## src/rtl/ram_arbiter.sv

```systemverilog
// ram_arbiter: two-port arbiter in front of a single-port, level-sensitive RAM.
//   Port 0 is the instruction-fetch requester and port 1 is the data requester.
//   Each access is a three-cycle sequence:
//     1. grant: the RAM address, data and write enable are loaded.
//     2. access: the RAM settles, read data is captured and done pulses.
//     3. release: the write enable is low and the address is still held.
//   Because the write strobe always falls before the address moves, the
//   level-sensitive RAM never sees an address change while writing.
//
// Macro RAM_ARB_RR_EN:
//   defined   - ties go to the port that did not win last (round robin).
//   undefined - ties always go to port 0 (fixed priority).
//
// Ports:
//   clk, rst_n                         clock (rising edge), async active-low reset
//   pN_req/we/addr/wdata               request; held until pN_gnt
//   pN_gnt                             one-cycle pulse: request accepted
//   pN_done                            one-cycle pulse: access complete
//   pN_rdata                           read data, updated when a read completes
//   busy                               high whenever not idle
//   ram_address/write_enable/data_in   drive the attached ram
//   ram_data_out                       data returned by the attached ram
module ram_arbiter #(
   parameter int unsigned addr_bits = 16,
   parameter int unsigned data_bits = 8
) (
   input  logic                 clk,
   input  logic                 rst_n,
   input  logic                 p0_req,
   input  logic                 p0_we,
   input  logic [addr_bits-1:0] p0_addr,
   input  logic [data_bits-1:0] p0_wdata,
   output logic                 p0_gnt,
   output logic                 p0_done,
   output logic [data_bits-1:0] p0_rdata,
   input  logic                 p1_req,
   input  logic                 p1_we,
   input  logic [addr_bits-1:0] p1_addr,
   input  logic [data_bits-1:0] p1_wdata,
   output logic                 p1_gnt,
   output logic                 p1_done,
   output logic [data_bits-1:0] p1_rdata,
   output logic                 busy,
   output logic [addr_bits-1:0] ram_address,
   output logic                 ram_write_enable,
   output logic [data_bits-1:0] ram_data_in,
   input  logic [data_bits-1:0] ram_data_out
);

   typedef enum logic [1:0] {IDLE, ACCESS, RELEASE} state_t;

   state_t               state, state_nxt;
   logic                 last_winner;
   logic                 owner;
   logic                 op_we;
   logic                 win;
   logic                 any_req;
   logic                 sel_we;
   logic [addr_bits-1:0] sel_addr;
   logic [data_bits-1:0] sel_wdata;

   assign any_req = p0_req | p1_req;

`ifdef RAM_ARB_RR_EN
   // On a tie, the port that lost the previous arbitration wins.
   always_comb begin
      win = 1'b0;
      if (p0_req && p1_req)
         win = ~last_winner;
      else
         win = p1_req;
   end
`else
   // Port 0 wins whenever it requests. last_winner is still tracked but is
   // not consulted under fixed priority.
   logic last_winner_unused;
   assign last_winner_unused = last_winner;

   always_comb begin
      win = 1'b0;
      win = ~p0_req;
   end
`endif

   always_comb begin
      sel_we    = p0_we;
      sel_addr  = p0_addr;
      sel_wdata = p0_wdata;
      if (win) begin
         sel_we    = p1_we;
         sel_addr  = p1_addr;
         sel_wdata = p1_wdata;
      end
   end

   // State register
   always_ff @(posedge clk or negedge rst_n) begin
      if (!rst_n)
         state <= IDLE;
      else
         state <= state_nxt;
   end

   // Next-state logic
   always_comb begin
      state_nxt = state;
      case (state)
         IDLE:    if (any_req) state_nxt = ACCESS;
         ACCESS:  state_nxt = RELEASE;
         RELEASE: state_nxt = IDLE;
         default: state_nxt = IDLE;
      endcase
   end

   // Registered outputs and datapath
   always_ff @(posedge clk or negedge rst_n) begin
      if (!rst_n) begin
         ram_address      <= '0;
         ram_data_in      <= '0;
         ram_write_enable <= 1'b0;
         p0_gnt           <= 1'b0;
         p1_gnt           <= 1'b0;
         p0_done          <= 1'b0;
         p1_done          <= 1'b0;
         p0_rdata         <= '0;
         p1_rdata         <= '0;
         busy             <= 1'b0;
         last_winner      <= 1'b1;
         owner            <= 1'b0;
         op_we            <= 1'b0;
      end else begin
         p0_gnt  <= 1'b0;
         p1_gnt  <= 1'b0;
         p0_done <= 1'b0;
         p1_done <= 1'b0;
         busy    <= (state_nxt != IDLE);
         case (state)
            IDLE: begin
               if (any_req) begin
                  ram_address      <= sel_addr;
                  ram_data_in      <= sel_wdata;
                  ram_write_enable <= sel_we;
                  owner            <= win;
                  op_we            <= sel_we;
                  last_winner      <= win;
                  if (win)
                     p1_gnt <= 1'b1;
                  else
                     p0_gnt <= 1'b1;
               end
            end
            ACCESS: begin
               // The address stays put here and through RELEASE; only the
               // strobe drops.
               ram_write_enable <= 1'b0;
               if (owner) begin
                  p1_done <= 1'b1;
                  if (!op_we) p1_rdata <= ram_data_out;
               end else begin
                  p0_done <= 1'b1;
                  if (!op_we) p0_rdata <= ram_data_out;
               end
            end
            default: ;
         endcase
      end
   end

endmodule

```

## config.mk

```make
export PLATFORM = sky130hd
export DESIGN_NAME = ram_arbiter
export DESIGN_NICKNAME = d
export VERILOG_FILES = /design/src/rtl/ram_arbiter.sv
export SDC_FILE = /design/constraint.sdc
export NUM_CORES = 1
export LEC_CHECK = 0
export CORE_UTILIZATION = 39
export CTS_CLUSTER_DIAMETER = 80
export DETAILED_ROUTE_END_ITERATION = 16
export HOLD_SLACK_MARGIN = 0.15
export MAX_ROUTING_LAYER = met4
export PLACE_DENSITY = 0.89
export SLEW_MARGIN = 20
export SYNTH_ARGS = -nofsm -noshare
export SYNTH_HDL_FRONTEND = slang
export SYNTH_SLANG_ARGS = --single-unit
```

## constraint.sdc

```tcl
create_clock -name clk -period 1.6 [get_ports clk]
set_clock_uncertainty 0.1 [all_clocks]
set_input_delay 0.32 -clock clk [delete_from_list [all_inputs] [get_ports clk]]
set_output_delay 0.32 -clock clk [all_outputs]
set_load 0.01 [all_outputs]
```

==> results list <==
- The most common cell in the synthesized netlist is sky130_fd_sc_hd__dfrtp_1.
- For this run, asynchronously set or reset flops after synthesis account for 100%.
- Number of setup violations in the final report: 0
- Vias: 1744
* Max-cap violations: 0
- Type of the worst setup path: reg2reg
* Number of storage elements in the synthesis netlist: 50
- Once the floorplan was initialized, standard cells occupied 40.8% of the core.
- The number of hold violations in the final report was 0.
- Clock tree from TritonCTS: built
- The startpoint identified for the worst hold timing path is p0_req.
- Iter 0 DRT Violations: 46
* CTS root buffer: sky130_fd_sc_hd__clkbuf_8
* Unrepaired setup endpoints after global routing: false
* Clock-pin slew on the worst setup and hold paths: 0.09 ns
- Layout Utilization: between 60% and 70%
* Ranking of synthesized cells by area: sky130_fd_sc_hd__dfrtp_1 (60%), sky130_fd_sc_hd__mux2i_1 (12%), sky130_fd_sc_hd__o21ai_0 (10%)
- Global routing used 21.1% of the available tracks across all layers.
* Router iterations before antenna repair: 4
* Source of the worst register-to-register timing path: state[1]
- Max H-tree Level: 2
- Counting along the longest clock path gives a buffer depth of 2.
- For this run, the number of Yosys warnings is 0.
- Register area share after synthesis: a little under 60%
* Synth Flop Type: sky130_fd_sc_hd__dfrtp_1
* Leakage power summed over all cells: 1.63 nW
* Total Wirelength: 5230 um
- Cells traversed along the worst timing path: nand2b_2 -> nor3_4 -> buf_4 -> mux2_2
- Post-Synthesis Cell Area: 2100 um2
- Clock period minus final worst setup slack: 1.51 ns
- The flow ran to the end, and the final reports show no timing, DRC or antenna violations.
- EDFF count, synth: 0
* Chip Height: 75.4 um
- Max rail drop VDD: 875 uV
- At the worst endpoint, the arrival time is between 1.5 and 2 ns.
- The repair_antennas step left the layout with diodes totalling 0.
* Antenna violations before repair: 0
- The post-route netlist has ~16% of its cells at a drive strength greater than 1.
- Cell count after placement: 349
- First-pass GRT wire length: approximately 8600 um
- Path class of the lowest-slack min-delay path: in2reg
* Number of nets still failing antenna checks after routing: 0
- Derived from the worst setup path, the maximum achievable clock frequency is 0.663 GHz.
- Port buffer count: 107
- Per-instance average area after synthesis: 12.4 um2
* Postcts setup bufs: 0
- The worst setup path is launched from a flop.
- By count the netlist is led by sky130_fd_sc_hd__dfrtp_1 (50), sky130_fd_sc_hd__o21ai_0 (44), sky130_fd_sc_hd__mux2i_1 (25).
- Number of non-filler instances in the completed layout: 358
* Worst-skew pair later-pin latency: 0.30 ns
- Unique cell type count in the Yosys netlist: 21
- DIE WIDTH: 75.4 um
- Number of remaining DRC errors: 0
- In the final routed layout, each cell accounts on average for 14.6 um.
- I/O Pins: 108
- The tightest hold path in the finished design has a slack of 0.286 ns.
- After floorplanning, the core was divided into 26 placement rows.
- Net count, final: around 350
- The via count of the first global-routing pass came to 1898.
- The die covers 5680 um2.
- In this run the worst setup path begins at state[1].
- Total negative slack for setup checks: 0 ns
* Total clock sinks: 50
* Worst slew margin: 78.4%
- Area overhead of the layout relative to synthesis: 63.1%
* Via-per-instance ratio: slightly below 5
* Final number of max-transition violations: 0
- CP endpoint kind: flop
- The number of nets in the synthesized netlist is 232.
- Final weighted congestion in routability-driven placement: 0.743
- After floorplanning, the core was sized to cover 5140 um2.
- Of all cell types, the one taking the most synthesized area is sky130_fd_sc_hd__dfrtp_1.
- Power per Cell Area: about 1700 nW/um2
- In this design, the stage delay of the slowest critical-path cell is 0.39 ns.
- In the synthesized netlist, the number of instances is 170.
- Share of the synthesized area in the top cell type: approximately 60%
- Clock tree synthesis inserted a total of 5 buffers.
* Gr ovfl total: 0
- Maximum fanout count along the critical path: 8
- Data on the critical path is required at its endpoint by 1.69 ns.
- Entering global routing, the biggest net connects 28 pins.
- The slowest stage of the critical path belongs to the cell sky130_fd_sc_hd__dfrtp_1.
* Slew at the pin with the worst max-slew slack: between 0.3 and 0.4 ns
* Post-detailed-placement half-perimeter wirelength: 4140 um
- Portion of the clock cycle consumed by the worst path in the final layout: 94.3%
-- power by group --
| part | leakage (nW) | internal (mW) | total [mW] | switching [mW] |
|---|---|---|---|---|
| Combinational | 0.949 | 1.28 | 2.51 | 1.22 |
| Clock | 0.0683 | 0.626 | 1.04 | 0.411 |
| Sequential | 0.612 | 1.88 | 2.19 | 0.311 |
-- layer usage --
layer,share of wire [%],track usage (%),up-vias
met3,6.7,6.35,13
met2,53,37.2,75
met5,0,-,-
li1,-,-,835
met1,38,23.2,821
met4,1.6,5.56,0
-- stage by stage --
| stage | power [mW] | area, um2 | setup slack [ns] |
|---|---|---|---|
| 5_1_grt | 6.15 | 3420 | 0.00301 |
| 3_3_place_gp | 5.01 | 3320 | 0.0416 |
| 2_1_floorplan | 3.42 | 2100 | 0.118 |
| 4_1_cts | 5.79 | 3410 | 0.0233 |
| 3_5_place_dp | 5.15 | 3320 | -0.0329 |
| 6_report | 5.73 | 3420 | 0.0910 |
-- registers in the layout (all words and copies together), names as in the netlist, 2 cells and up --
name         count
ram_address     16
p0_rdata         8
p1_rdata         8
ram_data_in      8
state            2
-- kinds of logic after synthesis --
group           share of synthesized area [%]
mux                                      20.5
compound gates                           12.7
simple gates                             4.05
flops                                    59.6
buf+inv                                  3.16
-- cell usage in the layout, fill, tap and decap left out, drive strengths merged --
cell type / count
clkdlybuf4s50: 59
dfrtp: 50
o21ai: 49
dlygate4sd2: 43
mux2i: 25
mux2: 16
buf: 15
clkbuf: 5
nor2: 5
inv: 3
dlymetal6s2s: 3
nor3: 3
nand2: 2
bufinv: 2
nand2b: 1
and2: 1
or2: 1
a31o: 1
a21oi: 1
a21o: 1
clkinv: 1
dlygate4sd3: 1
-- path summary, 6_finish.rpt --
kind	to	slack [ns]	depth (start not counted)
hold / removal	p1_gnt	0.29	2
setup / recovery	p1_rdata[4]	0.09	4
setup reg to reg	p1_rdata[4]	0.09	4
max in group asynchronous	ram_data_in[3]	0.70	3
hold reg to reg	ram_address[2]	0.40	2
min in group asynchronous	state[0]	0.44	3
-- area by class of cell --
| cell class | count | area [um2] |
|---|---|---|
| clock buffer | 5 | 68.8 |
| inverter | 3 | 11.3 |
| clock inverter | 3 | 68.8 |
| multi-input combinational | 106 | 788 |
| sequential | 50 | 1250 |
| timing repair buffer | 121 | 1150 |
| tap | 70 | 87.6 |
| fill | 428 | 1720 |
-- timing repair --
action	CTS	global route
endpoints found under the setup margin	43	16
hold endpoints to repair	50	0
gates resized for setup	43	4
hold buffers	1	0
-- worst max-delay path, delay by kind of cell, from the launching register on --
| kind | cells | cell delay [ns] |
|---|---|---|
| mux | 1 | 0.35 |
| simple gates | 2 | 0.36 |
| buf+inv | 1 | 0.20 |
| flops | 1 | 0.39 |
Note: power is estimated with default switching activity, not from simulation.
==> RTL edit: new RTL, config.mk and constraints unchanged <==
The option `RAM_ARB_RR_EN` is turned on by a define.
--- a/src/rtl/ram_arbiter.sv
+++ b/src/rtl/ram_arbiter.sv
@@ -22,2 +22,4 @@
 //   ram_data_out                       data returned by the attached ram
+`define RAM_ARB_RR_EN
+
 module ram_arbiter #(
Check against the original RTL: not equivalent (a bounded check fails within 10 cycles, from zero or initial values and one cycle with rst_n low).
==> RTL edit against the unedited design <==
  * Setup slack lost 0.12 ns
  * Count of clock-buffer cells in the layout grew 2
  * Core utilization shrank 0.46 points
  * Die area grew 4.8%
  * Wire length grew 0.34%
  * The run now ends with setup timing left
  * Power grew 5.4%
  * Worst hold slack gained 0.12 ns
  * Sequential share of layout area shrank 1.3 points
  * Final area grew 5.7%
  * Sequential cell count grew 1
  * Area after synthesis grew 4.9%
  * Critical path depth is the same
==> RTL edit: results (changes against the unedited design) <==
| Metric | Value |
|---|---|
| Status | finished, violations left |
| Starting DRT DRC Count | 48 (+4.3%) |
| Worst Hold Path Cells | 1 (-1) |
| Final HPWL DP | 3888 um (-6.2%) |
| Failing checks | setup timing |
| Maximum vdd drop | 0.0006735 V (-23%) |
| Post-Place Setup Slack | -0.4695 ns (-0.4366 ns) |
| Wire length on met2 | 2869 um (+2.9%) |
| Wire length on met1 | 2024 um (+0.95%) |
| Met3 routed wirelength | 252 um (-28%) |
| Most frequent cells after synthesis | dfrtp_1, mux2_2, and3_1, a221o_1, mux2_4 |
| First-pass GRT wire length | 8266 um (-3.9%) |
| Final Setup Violations | 13 (+13) |
| DR vias/cell | 4.884 (+0.26%) |
| Vias in the first global route | 1802 (-5.1%) |
| Final GP Congestion | 0.7257 (-2.3%) |
| Dpl cell area | 3483 sq um (+4.9%) |
| Sequential cell area fraction in the yosys report | 0.5798 (-0.01616) |
| HP Start | p0_rdata[1] |
| Final wirelength | 5249 um (+0.34%) |
| Final Worst Setup Slack | -0.03186 ns (-0.1229 ns) |
| GR Util All Layers | 0.1884 (-0.02257) |
| Leakage | 1.765 nW (+8.3%) |
| Share of cells above drive strength 1 | 0.2956 (+0.1394) |
| Least-Margin Pin Slew | 0.2535 ns (-0.07116 ns) |
-- RTL edit: cell type report --
| cell class | count | area, sq um |
|---|---|---|
| Clock inverter | 1 | 5.005 |
| Timing Repair Buffer | 126 | 1245 |
| Fill cell | 459 | 1853 |
| Clock buffer | 7 | 76.32 |
| Multi-Input combinational cell | 86 | 914.6 |
| Tap cell | 72 | 90.09 |
| Sequential cell | 51 | 1277 |
| Inverter | 3 | 11.26 |
-- RTL edit: metrics by stage --
step                hold slack (ns)  power, mW  utilization  cells  TNS, ns
floorplan                  -0.07559      3.829            -    148  -0.4730
global placement             0.2257      5.567       0.6365    334   -9.094
detailed placement           0.2320      5.698       0.6365    334   -10.78
CTS                          0.4072      6.078       0.6527    345  -0.1631
global route                 0.4140      6.424       0.6614    346  -0.6329
finish                       0.4024      6.042       0.6614    346  -0.1605
-- RTL edit: worst max-delay path by stage --
stage	to	cells past startpoint	startpoint	slack [ns]
final	ram_address[0]	4	last_winner	-0.03
after global routing	ram_address[3]	4	last_winner	-0.06
after CTS	ram_address[1]	4	last_winner	-0.03
after detailed placement	ram_address[0]	5	p1_req	-0.47
after global placement	ram_address[10]	5	p1_req	-0.38
after floorplan	ram_address[6]	5	last_winner	-0.05
-- RTL edit: layer usage --
layer / global-route usage / vias to the layer above
met5: - / -
met4: 0.08491 / 0
met3: 0.04405 / 9
met2: 0.3310 / 62
met1: 0.1998 / 833
li1: - / 786
-- RTL edit: critical path, stage by stage (launching register included) --
cell and delay, ns:
dfstp_2 0.55, a21bo_4 0.15, buf_8 0.13, mux2_4 0.30, mux2_4 0.28
-- RTL edit: timing repair --
item | in CTS | in global routing
pin swaps | 0 | 1
gates cloned | 1 | 0
gates resized for setup | 54 | 12
hold buffers | 1 | 0
buffers inserted | 1 | 1
endpoints found under the setup margin | 67 | 21
hold endpoints to repair | 50 | 0
-- RTL edit: power groups by stage --
stage                     clock network, mW  registers (mW)  logic [mW]
after global placement                    0            2.29        3.27
after detailed placement                  0            2.33        3.37
after CTS                             0.730            2.29        3.06
final                                 0.707            2.28        3.06
after global routing                  0.784            2.36        3.28
after floorplan                           0            2.57        1.26
-- RTL edit: logic make-up (layout without fill, tap and decap cells) --
kind of cell | after synthesis | after routing | synth area share
flip-flops | 51 | 51 | 0.5798
buffers and inverters | 11 | 137 | 0.03009
AND/OR/NAND/NOR | 24 | 24 | 0.07326
multiplexers | 46 | 46 | 0.2504
AO/OA/AOI/OAI | 16 | 16 | 0.06644
